<file path="src/rtl/pad_group_arbiter_if.sv">
// Bundle of requester and pad-side signals for the shared pad group arbiter.
// The arbiter uses the slave modport; the requesters and pads use the master modport.
interface pad_group_arbiter_if #(
  parameter int WIDTH = 8
);
  logic             req_0;
  logic             req_1;
  logic [WIDTH-1:0] out_0;
  logic [WIDTH-1:0] oe_0;
  logic [WIDTH-1:0] out_1;
  logic [WIDTH-1:0] oe_1;
  logic [WIDTH-1:0] pad_in;
  logic [WIDTH-1:0] pad_out;
  logic [WIDTH-1:0] pad_oeb;
  logic [WIDTH-1:0] in_0;
  logic [WIDTH-1:0] in_1;
  logic             grant_0;
  logic             grant_1;
  logic             busy;

  modport slave (
    input  req_0, req_1, out_0, oe_0, out_1, oe_1, pad_in,
    output pad_out, pad_oeb, in_0, in_1, grant_0, grant_1, busy
  );

  modport master (
    output req_0, req_1, out_0, oe_0, out_1, oe_1, pad_in,
    input  pad_out, pad_oeb, in_0, in_1, grant_0, grant_1, busy
  );
endinterface

</file>
<file path="src/rtl/pad_group_arbiter.sv">
// Round-robin owner of one shared GPIO pad group between two requesters, with a
// bounded hold time and a tristated turnaround window on every hand-over.
module pad_group_arbiter #(
  parameter int WIDTH    = 8,
  parameter int TURN     = 2,
  parameter int MAX_HOLD = 16
) (
  input logic                 clock,
  input logic                 reset_n,
  pad_group_arbiter_if.slave  bus
);

  localparam int HW = (MAX_HOLD < 1) ? 1 : $clog2(MAX_HOLD + 1);
  localparam int TW = (TURN < 2) ? 1 : $clog2(TURN);
  localparam logic [HW-1:0] HOLD_LAST = HW'((MAX_HOLD > 0) ? MAX_HOLD - 1 : 0);
  localparam logic [TW-1:0] TURN_LAST = TW'(TURN - 1);
  localparam bit            PREEMPT   = (MAX_HOLD != 0);

  typedef enum logic [1:0] {
    S_IDLE,
    S_GRANT,
    S_TURN
  } state_t;

  state_t        state;
  logic          owner;
  logic          last;
  logic [HW-1:0] hold_cnt;
  logic [TW-1:0] turn_cnt;
  logic          grant_0_q;
  logic          grant_1_q;
  logic          busy_q;

  logic any_req;
  logic winner;
  logic owner_req;
  logic other_req;
  logic preempt;

  // On a tie the requester that did not win last time takes the group.
  always_comb begin
    any_req   = bus.req_0 | bus.req_1;
    winner    = (bus.req_0 & bus.req_1) ? ~last : bus.req_1;
    owner_req = owner ? bus.req_1 : bus.req_0;
    other_req = owner ? bus.req_0 : bus.req_1;
    preempt   = PREEMPT && other_req && (hold_cnt == HOLD_LAST);
  end

  always_ff @(posedge clock or negedge reset_n) begin
    if (!reset_n) begin
      state     <= S_IDLE;
      owner     <= 1'b0;
      last      <= 1'b1;
      hold_cnt  <= '0;
      turn_cnt  <= '0;
      grant_0_q <= 1'b0;
      grant_1_q <= 1'b0;
      busy_q    <= 1'b0;
    end else begin
      unique case (state)
        S_IDLE: begin
          if (any_req) begin
            state     <= S_GRANT;
            owner     <= winner;
            last      <= winner;
            hold_cnt  <= '0;
            grant_0_q <= ~winner;
            grant_1_q <= winner;
            busy_q    <= 1'b1;
          end
        end
        S_GRANT: begin
          // Release and preempt lead to the same place, so one branch serves both.
          if (!owner_req || preempt) begin
            state     <= S_TURN;
            turn_cnt  <= '0;
            grant_0_q <= 1'b0;
            grant_1_q <= 1'b0;
          end else if (other_req && (hold_cnt != '1)) begin
            hold_cnt <= hold_cnt + HW'(1);
          end
        end
        S_TURN: begin
          if (turn_cnt == TURN_LAST) begin
            if (any_req) begin
              state     <= S_GRANT;
              owner     <= winner;
              last      <= winner;
              hold_cnt  <= '0;
              grant_0_q <= ~winner;
              grant_1_q <= winner;
            end else begin
              state  <= S_IDLE;
              busy_q <= 1'b0;
            end
          end else begin
            turn_cnt <= turn_cnt + TW'(1);
          end
        end
        default: begin
          state <= S_IDLE;
        end
      endcase
    end
  end

  assign bus.grant_0 = grant_0_q;
  assign bus.grant_1 = grant_1_q;
  assign bus.busy    = busy_q;

  // Pad routing follows the registered state directly so data sees no extra latency.
  always_comb begin
    bus.pad_out = '0;
    bus.pad_oeb = '1;
    bus.in_0    = '0;
    bus.in_1    = '0;
    if (state == S_GRANT) begin
      if (owner) begin
        bus.pad_out = bus.out_1;
        bus.pad_oeb = ~bus.oe_1;
        bus.in_1    = bus.pad_in;
      end else begin
        bus.pad_out = bus.out_0;
        bus.pad_oeb = ~bus.oe_0;
        bus.in_0    = bus.pad_in;
      end
    end
  end

endmodule
</file>
<file path="src/flat_wrapper.sv">
// flat-port wrapper written by rule: the top's interface ports become plain ports
module pad_group_arbiter_flat 
#(
  parameter int WIDTH    = 8,
  parameter int TURN     = 2,
  parameter int MAX_HOLD = 16
)
  (clock, reset_n, bus_req_0, bus_req_1, bus_out_0, bus_oe_0, bus_out_1, bus_oe_1, bus_pad_in, bus_pad_out, bus_pad_oeb, bus_in_0, bus_in_1, bus_grant_0, bus_grant_1, bus_busy);
  pad_group_arbiter_if #(.WIDTH(WIDTH)) bus_i ();
  input logic clock;
  input logic reset_n;
  input wire logic [$bits(bus_i.req_0)-1:0] bus_req_0;
  input wire logic [$bits(bus_i.req_1)-1:0] bus_req_1;
  input wire logic [$bits(bus_i.out_0)-1:0] bus_out_0;
  input wire logic [$bits(bus_i.oe_0)-1:0] bus_oe_0;
  input wire logic [$bits(bus_i.out_1)-1:0] bus_out_1;
  input wire logic [$bits(bus_i.oe_1)-1:0] bus_oe_1;
  input wire logic [$bits(bus_i.pad_in)-1:0] bus_pad_in;
  output wire logic [$bits(bus_i.pad_out)-1:0] bus_pad_out;
  output wire logic [$bits(bus_i.pad_oeb)-1:0] bus_pad_oeb;
  output wire logic [$bits(bus_i.in_0)-1:0] bus_in_0;
  output wire logic [$bits(bus_i.in_1)-1:0] bus_in_1;
  output wire logic [$bits(bus_i.grant_0)-1:0] bus_grant_0;
  output wire logic [$bits(bus_i.grant_1)-1:0] bus_grant_1;
  output wire logic [$bits(bus_i.busy)-1:0] bus_busy;
  assign bus_i.req_0 = bus_req_0;
  assign bus_i.req_1 = bus_req_1;
  assign bus_i.out_0 = bus_out_0;
  assign bus_i.oe_0 = bus_oe_0;
  assign bus_i.out_1 = bus_out_1;
  assign bus_i.oe_1 = bus_oe_1;
  assign bus_i.pad_in = bus_pad_in;
  assign bus_pad_out = bus_i.pad_out;
  assign bus_pad_oeb = bus_i.pad_oeb;
  assign bus_in_0 = bus_i.in_0;
  assign bus_in_1 = bus_i.in_1;
  assign bus_grant_0 = bus_i.grant_0;
  assign bus_grant_1 = bus_i.grant_1;
  assign bus_busy = bus_i.busy;
  pad_group_arbiter #(.WIDTH(WIDTH), .TURN(TURN), .MAX_HOLD(MAX_HOLD)) u_core (.clock(clock), .reset_n(reset_n), .bus(bus_i));
endmodule
</file>
<file path="config.mk">
export PLATFORM = sky130hd
export DESIGN_NAME = pad_group_arbiter_flat
export DESIGN_NICKNAME = d
export VERILOG_FILES = /design/src/rtl/pad_group_arbiter_if.sv /design/src/rtl/pad_group_arbiter.sv /design/src/flat_wrapper.sv
export SDC_FILE = /design/constraint.sdc
export NUM_CORES = 1
export LEC_CHECK = 0
export ABC_CLOCK_PERIOD_IN_PS = 6400
export BUFFER_PORTS_ARGS = -buffer_cell sky130_fd_sc_hd__buf_4
export CAP_MARGIN = 25
export CORE_MARGIN = 2
export CORE_UTILIZATION = 43
export DETAILED_ROUTE_END_ITERATION = 6
export GPL_ROUTABILITY_DRIVEN = 0
export GPL_TIMING_DRIVEN = 0
export PLACE_DENSITY = 0.86
export SLEW_MARGIN = 20
export SYNTH_ARGS = -nofsm -noshare
export SYNTH_HDL_FRONTEND = slang
export SYNTH_SLANG_ARGS = --single-unit
</file>
<file path="constraint.sdc">
create_clock -name clock -period 6.4 [get_ports clock]
set_clock_uncertainty 0.2 [all_clocks]
set_input_delay 0.32 -clock clock [delete_from_list [all_inputs] [get_ports clock]]
set_output_delay 0.32 -clock clock [all_outputs]
set_load 0.03 [all_outputs]
</file>
==> results.yml, run 1 <==
outcome:
  status: "completed"
timing:
  rsz0062_at_grt: "false"
  setup_violations: 0
  slew_headroom_pct: 69.26
  worst-slew-pin-transition_ns: 0.4594
  finalSetupTns_ns: 0
  hold_viol_final: 0
  period_minus_slack_ns: 2.372
  max_freq_mhz: 421.6
  final_max_slew_viol_count: 0
  hold_ws_ns: 0.1855
  min_period_over_period_pct: 37.06
route:
  drt_first_pass_iters: 4
  ant_nets: 0
  vias_per_cell: 5.105
  drc: 0
  wl_per_cell_um: 13.86
  drt_iter0_drc: 29
  routed_wl_um: 3284
  vias: 1210
power:
  leakage_nw: 0.9102
  irDropWorstVdd_mv: 0.2754
  p_per_area_nw_per_um2: 420.6
yosys:
  yosys-top-cells-count: "nor2_1, nand2_1, dfrtp_1"
  synth_cell_types: 29
  synth_most_common_cell: "nor2_1"
  async_reset_ff_share_pct: 100.0
  ys_warn_count: 0
  synth_area_leaders: "dfrtp_1, mux2_2, mux2i_1"
  ys_ff_latch: 13
  synth_edf_count: 0
  synth_nets: 173
  postSynthAreaPerCell_um2: 8.242
  ys_seq_area_share_pct: 31.45
  synth_flop_cell: "dfrtp_1"
  yosysTopAreaCell: "dfrtp_1"
  syn_inst: 126
  synth.top_cell.area_share_pct: 28.92
  synth_area_um2: 1038
floorplan:
  ios: 79
  dieHeight_um: 53.15
  die_w_um: 53.15
  start_util_pct: 46.06
  core.rowCount: 17
  core-area_um2: 2255
  die-area_um2: 2824
final_layout:
  finalNetCount: 257
  multi_input_area_um2: 660.6
  drive_above_1_share_pct: 46.41
  syn2layout_area_growth_pct: 63.25
  n_fill_cell: 169
  n_antenna_cell: 0
  seq_area_um2: 326.6
global_route:
  grt_pass1_vias: 1080
  grt_pass1_wl_um: 4705
  grt_max_degree: 14
  antenna_found_initial: 0
  grt_usage_pct: 22.21
  grt_use_met2_pct: 42.08
  grt-ovfl-total: 0
  grt_util_met3_pct: 1.695
  met1_usage_pct: 26.90
  grt-busiest-layer: "met2"
clock_network:
  numCtsBuffers: 3
  clk_pin_slew_ns: 0.08
  clk_latency_ns: 0.27
  cts_root_buf: "clkbuf_4"
  htree_levels: 1
  postCtsSetupBuffers: 0
  cts_sinks: 13
  clockBufferDepth: 2
  cts_tree: "built"
worst_setup_path:
  crit_path_end_kind: "output pin"
  required_ns: 5.88
  worstPathMaxFanout: 10
  path_class: "reg2out"
  arrival_ns: 1.85
  slowest_delay_ns: 0.44
  worst-r2r-setup-slack_ns: 4.16
  start_kind: "flip-flop"
  worstPathCellList: "nand2b_1 -> buf_2 -> nor2_1 -> and2_1 -> buf_4"
  cp_slowest_cell: "dfrtp_1"
placement:
  dp_hpwl_um: 2646
  port_buffers: 78
hold_path:
  hold_path.class: "in2reg"
job:
  cap_violations: 0
final cells by class:
cell class                 count  area share [%]
buffer                         7           1.919
multi-input combinational    101           38.97
timing repair buffer          79           35.13
inverter                       5           1.107
sequential                    13           19.26
tap                           28           2.066
clock buffer                   4           1.550
final timing paths:
| check | to | start | depth (start not counted) |
|---|---|---|---|
| worst min-delay path | u_core.bus.grant_1 | bus_req_0 | 4 |
| worst min register to register | u_core.last | u_core.last | 2 |
| max in group asynchronous | u_core.last | reset_n | 2 |
| worst max-delay path | bus_in_0[2] | u_core.state[1] | 5 |
| worst max register to register | u_core.hold_cnt[3] | u_core.hold_cnt[0] | 7 |
| min in group asynchronous | u_core.state[1] | reset_n | 2 |
cells by family (layout without fill, tap and decap cells):
group | count (synthesis) | count (layout) | synth area share [%]
AOI/OAI and AO/OA | 22 | 22 | 13.37
adders and majority gates | 3 | 3 | 3.615
buffers and inverters | 12 | 95 | 4.940
DFF | 13 | 13 | 31.45
muxes | 17 | 17 | 17.47
and+or+nand+nor | 59 | 59 | 29.16
registers in the layout (all words and copies together), names as in the netlist:
register / count
u_core.bus.busy: 1
u_core.owner: 1
u_core.turn_cnt: 1
u_core.bus.grant_1: 1
u_core.bus.grant_0: 1
u_core.last: 1
u_core.state: 2
u_core.hold_cnt: 5
cells in the final DEF, fill, tap and decap left out, drive strengths merged, types with 2 or more instances in the layout:
master / Yosys / routed
buf: 5 / 83
a21oi: 6 / 6
inv: 5 / 5
mux2i: 8 / 8
o21ai: 7 / 7
nand2: 14 / 14
ha: 3 / 3
a21o: 2 / 2
and2: 8 / 8
mux2: 9 / 9
nand2b: 2 / 2
nor3: 2 / 2
clkbuf: 2 / 6
and3: 9 / 9
a32o: 2 / 2
o31ai: 2 / 2
nor2b: 2 / 2
dfrtp: 12 / 12
nor2: 16 / 16
critical path, delay by kind of cell (launching register included):
| family | cells | cell delay, ns |
|---|---|---|
| buffers and inverters | 2 | 0.35 |
| DFF | 1 | 0.44 |
| and+or+nand+nor | 3 | 0.78 |
routing by layer:
| layer | share of wire (%) | wire length (um) |
|---|---|---|
| met5 | 0 | 0 |
| met1 | 40 | 1316 |
| met4 | 0.76 | 25 |
| met3 | 5.1 | 166 |
| met2 | 54 | 1776 |
power by group:
group	total [mW]	switching (mW)	leakage, nW	internal (mW)
clock	0.0517	0.0276	0.0150	0.0241
combinational	0.530	0.319	0.732	0.211
sequential	0.132	0.0201	0.163	0.112
through the flow:
stage | power [mW] | area [um2] | cells | setup slack, ns | utilization, %
6_report | 0.7131 | 1695 | 237 | 4.028 | 75.19
5_1_grt | 0.7601 | 1695 | 237 | 3.891 | 75.19
4_1_cts | 0.7143 | 1695 | 237 | 4.048 | 75.19
3_5_place_dp | 0.6619 | 1659 | 232 | 4.192 | 73.58
3_3_place_gp | 0.6473 | 1659 | 232 | 4.263 | 73.58
2_1_floorplan | 0.4830 | 1039 | 126 | 4.339 | -
what timing repair did:
action                    4_1_cts  5_1_grt
hold buffers                    1        0
resized for setup               0        0
hold endpoints to repair       13        0
Power figures use the tool's default switching activity.
==> run 2, diff against run 1 <==
- ABC_CLOCK_PERIOD_IN_PS: 6400 -> 2300
- CORE_UTILIZATION: 43 -> 40
- PLACE_DENSITY: 0.86 -> 0.8
- clock period: 6.4 -> 2.3 ns (I/O delays scaled with it)
==> results.yml, run 2 (synthesis results as in run 1) <==
outcome:
  status: "completed"
clock_network:
  cts_tree: "built"
  cts_sinks: 13
  cts_root_buf: "clkbuf_4"
  clockBufferDepth: 2
  numCtsBuffers: 3
  htree_levels: 1
  clk_pin_slew_ns: 0.08
  clk_latency_ns: 0.27
  cts_resized: 0
route:
  drt_iter0_drc: 25
  drt_first_pass_iters: 4
  drc: 0
  vias: 1200
  ant_nets: 0
  vias_per_cell: 4.979
  routed_wl_um: 3328
  wl_per_cell_um: 13.81
placement:
  dpl_cell_area_um2: 1662
  placedCellCount: 234
  port_buffers: 78
  dp_hpwl_um: 2731
worst_setup_path:
  worstPathCellList: "ha_1 -> and3_1 -> ha_1 -> and4bb_4 -> nand4_1 -> or3_1 -> o21ai_0"
  start_kind: "flip-flop"
  path_class: "reg2reg"
  slowest_delay_ns: 0.41
  required_ns: 2.29
  worstPathMaxFanout: 6
  cp_common_cell: "ha_1"
  arrival_ns: 2.18
  crit_path_end_kind: "flip-flop"
  cp_slowest_cell: "dfrtp_1"
floorplan:
  ios: 79
  core-area_um2: 2477
  core.rowCount: 18
  die-area_um2: 3020
  start_util_pct: 41.92
  die_w_um: 54.96
  dieHeight_um: 54.96
final_layout:
  final_common_cell: "buf_4"
  multi_input_area_um2: 660.6
  n_antenna_cell: 0
  drive_above_1_share_pct: 46.45
  mostFrequentLayoutCells: "buf_4, nor2_1, nand2_1, dfrtp_1"
  syn2layout_area_growth_pct: 65.18
  final_cell_count_no_fill: 241
  top_register: "u_core.hold_cnt"
  stdcell_area_um2: 1715
  largest_reg_flops: 5
  top_regs: "u_core.hold_cnt: 5 flops, u_core.state: 2 flops"
  n_fill_cell: 204
  seq_area_um2: 326.6
  finalNetCount: 259
timing:
  period_minus_slack_ns: 2.184
  setup_violations: 0
  hold_ws_ns: 0.01050
  worst-slew-pin-transition_ns: 0.3845
  max_freq_mhz: 457.9
  min_period_over_period_pct: 94.95
  finalSetupTns_ns: 0
  slew_headroom_pct: 74.27
  rsz0062_at_grt: "false"
  final_max_slew_viol_count: 0
  hold_viol_final: 0
power:
  p_per_area_nw_per_um2: 1165
  total_power_mw: 1.999
  leakage_nw: 0.9197
  irDropWorstVdd_mv: 0.7719
global_route:
  grt-ovfl-total: 0
  grt_max_degree: 14
  grt_usage_pct: 20.15
  grt_pass1_wl_um: 4443
  grt_pass1_vias: 1011
  antenna_found_initial: 0
job:
  cap_violations: 0
hold_path:
  hold_path.class: "in2reg"
run 2: cell count changes in the layout (fill, tap and decap cells not counted), sizes merged:
| cell | before | now |
|---|---|---|
| buf | 83 | 84 |
| dlygate4sd3 | 1 | 2 |
run 2: worst paths after layout:
path | end | cells after the start | start | slack (ns)
setup / recovery | u_core.hold_cnt[3] | 7 | u_core.hold_cnt[1] | 0.12
hold / removal | u_core.bus.busy | 3 | bus_req_1 | 0.01
setup reg to reg | u_core.hold_cnt[3] | 7 | u_core.hold_cnt[1] | 0.12
hold reg to reg | u_core.hold_cnt[4] | 1 | u_core.hold_cnt[4] | 0.34
max in group asynchronous | u_core.last | 2 | reset_n | 1.65
min in group asynchronous | u_core.hold_cnt[3] | 2 | reset_n | 0.02
run 2: worst max-delay path, delay by kind of cell (launching register included):
family          cells  cell delay, ns
simple gates        4            1.00
flops               1            0.41
compound gates      1            0.08
fa+ha+maj           2            0.43
run 2: through the flow:
stage,setup slack [ns],utilization (%)
final,0.1161,69.24
after global routing,0.02573,69.24
after CTS,0.08842,68.94
after detailed placement,0.1075,67.07
after global placement,0.1655,67.07
after floorplan,0.2388,-
run 2: cell type report:
type,count,area share [%]
sequential,13,19.04
multi-input combinational,101,38.51
inverter,5,1.094
buffer,7,1.896
clock buffer,4,1.532
timing repair buffer,81,35.74
tap,30,2.188
run 2: layer usage:
metal  wire, um  share of wire [%]  track usage [%]  vias to the layer above
met2       1673                 50            38.29                       53
met4         12               0.36            6.098                        0
li1           -                  -                -                      606
met3        386                 12            3.763                        2
met1       1256                 38            22.47                      539
met5          0                  0                0                        -
run 2: power by group:
part / switching, mW / leakage [nW] / internal, mW
combinational: 0.898 / 0.741 / 0.596
clock: 0.0732 / 0.0150 / 0.0672
sequential: 0.0533 / 0.163 / 0.311
total: 1.02 / 0.920 / 0.974
run 2: repair_timing:
action	4_1_cts	5_1_grt
endpoints found under the hold margin	14	0
endpoints found under the setup margin	0	1
setup buffers	0	1
hold buffers	2	0
==> run 3, diff against run 2 <==
- ABC_CLOCK_PERIOD_IN_PS: 2300 -> 2360
- CORE_MARGIN: 2 -> unset
- clock period: 2.3 -> 2.36 ns (I/O delays scaled with it)
==> results.yml, run 3 (synthesis results as in run 1) <==
route:
  drt_first_pass_iters: 4
  drt_iter0_drc: 13
  vias_per_cell: 5.100
  ant_nets: 0
  routed_wl_um: 3132
  wl_per_cell_um: 13.10
  vias: 1219
  drc: 0
final_layout:
  drive_above_1_share_pct: 46.41
  syn2layout_area_growth_pct: 63.49
  top_register: "u_core.hold_cnt"
  largest_reg_flops: 5
  mostFrequentLayoutCells: "buf_4, nor2_1, nand2_1, dfrtp_1"
  stdcell_area_um2: 1698
  final_common_cell: "buf_4"
  n_fill_cell: 217
  finalNetCount: 257
  final_util_pct: 69.16
  top_regs: "u_core.hold_cnt: 5 flops, u_core.state: 2 flops"
  multi_input_area_um2: 660.6
  n_antenna_cell: 0
  seq_area_um2: 326.6
worst_setup_path:
  cp_slowest_cell: "dfrtp_1"
  rr_worst_depth: 7
  worstPathCellList: "ha_1 -> and3_1 -> ha_1 -> and4bb_4 -> nand4_1 -> or3_1 -> o21ai_0"
  reg2reg_from: "u_core.hold_cnt[0]"
  crit_path_end_kind: "flip-flop"
  path_buf_inv: 0
  cp.depth: 7
  crit-reg2reg-capture: "u_core.hold_cnt[3]"
  crit_end: "u_core.hold_cnt[3]"
  required_ns: 2.36
  arrival_ns: 2.27
  path_class: "reg2reg"
  path_delay_family: "simple AND/OR/NAND/NOR gates"
  worst-r2r-setup-slack_ns: 0.08
  worstPathMaxFanout: 6
  slowest_delay_ns: 0.42
  cp_common_cell: "ha_1"
  start_kind: "flip-flop"
  crit_start: "u_core.hold_cnt[0]"
global_route:
  grt_usage_pct: 21.83
  grt_pass1_wl_um: 4450
  antenna_found_initial: 0
  grt_max_degree: 14
  grt-ovfl-total: 0
  grt_pass1_vias: 1038
power:
  switchingPower_mw: 0.9857
  irDropWorstVdd_mv: 0.6868
  p_clk_share_pct: 7.1
  sw_frac_of_total_pct: 51.20
  leakage_nw: 0.9102
  cell_internal_pwr_mw: 0.9394
  seqPwrFrac_pct: 18.6
  p_per_area_nw_per_um2: 1134
  power_frac_comb_pct: 74.3
placement:
  dp_hpwl_um: 2509
  port_buffers: 78
  dpl_cell_area_um2: 1662
job:
  cap_violations: 0
floorplan:
  die_w_um: 52.96
  core-area_um2: 2455
  die-area_um2: 2804
  start_util_pct: 42.30
  dieHeight_um: 52.96
  ios: 79
  core.rowCount: 18
timing:
  worst-slew-pin-transition_ns: 0.3961
  setup_violations: 0
  hold_viol_final: 0
  finalSetupTns_ns: 0
  rsz0062_at_grt: "false"
  period_minus_slack_ns: 2.277
  max_freq_mhz: 439.1
  final_max_slew_viol_count: 0
  min_period_over_period_pct: 96.50
  slew_headroom_pct: 73.49
clock_network:
  clockBufferDepth: 2
  cts_sinks: 13
  htree_levels: 1
  clk_pin_slew_ns: 0.08
  cts_tree: "built"
  numCtsBuffers: 3
  cts_root_buf: "clkbuf_4"
  cts_resized: 0
  clk_latency_ns: 0.27
outcome:
  status: "completed"
hold_path:
  hold_path.class: "in2reg"
==> run 3: cell count changes in the layout (fill, tap and decap cells not counted), sizes merged <==
cell	before	now
dlygate4sd3	2	1
buf	84	83
==> run 3: area by class of cell <==
type / count / share of cell area [%]
sequential: 13 / 19.23
buffer: 7 / 1.916
tap: 30 / 2.211
multi-input combinational: 101 / 38.91
clock buffer: 4 / 1.548
inverter: 5 / 1.105
timing repair buffer: 79 / 35.08
==> run 3: worst min path at each step <==
stage / start / end / cells after the start
2_1_floorplan: reset_n / u_core.bus.busy / 0
3_3_place_gp: reset_n / u_core.state[1] / 1
3_5_place_dp: reset_n / u_core.bus.grant_0 / 1
4_1_cts: reset_n / u_core.bus.grant_1 / 2
5_1_grt: bus_req_0 / u_core.bus.grant_1 / 4
6_report: bus_req_0 / u_core.bus.grant_1 / 4
==> run 3: repair_timing <==
action / 4_1_cts / 5_1_grt
buffers inserted: 0 / 0
hold buffers: 1 / 0
hold endpoints to repair: 13 / 0
==> run 3: power by group through the flow <==
stage / logic, mW / clock network [mW] / registers [mW]
floorplan: 0.919 / 0 / 0.391
global placement: 1.40 / 0 / 0.354
detailed placement: 1.43 / 0 / 0.362
CTS: 1.44 / 0.141 / 0.357
global route: 1.55 / 0.153 / 0.369
finish: 1.43 / 0.136 / 0.358
==> run 3: tightest hold or removal path: cells and delay by family <==
family	cells	cell delay, ns
AND/OR/NAND/NOR	2	0.10
AO/OA/AOI/OAI	1	0.08
buffers and inverters	1	0.14
==> run 3: stage by stage <==
stage	hold WS, ns	worst slack, ns	std cells	power (mW)
2_1_floorplan	-0.3776	0.2988	126	1.310
3_3_place_gp	-0.2321	0.2140	234	1.750
3_5_place_dp	-0.2298	0.1078	234	1.793
4_1_cts	0.01061	0.09605	239	1.934
5_1_grt	0.02015	0.01810	239	2.068
6_report	0.008800	0.08256	239	1.925
==> run 3: per-layer routing <==
metal  wire, um  track usage, %  share of wire (%)
met1       1252           25.62                 40
met2       1602           38.19                 51
met3        234           4.310                7.5
met4         43           9.211                1.4
met5          0               0                  0
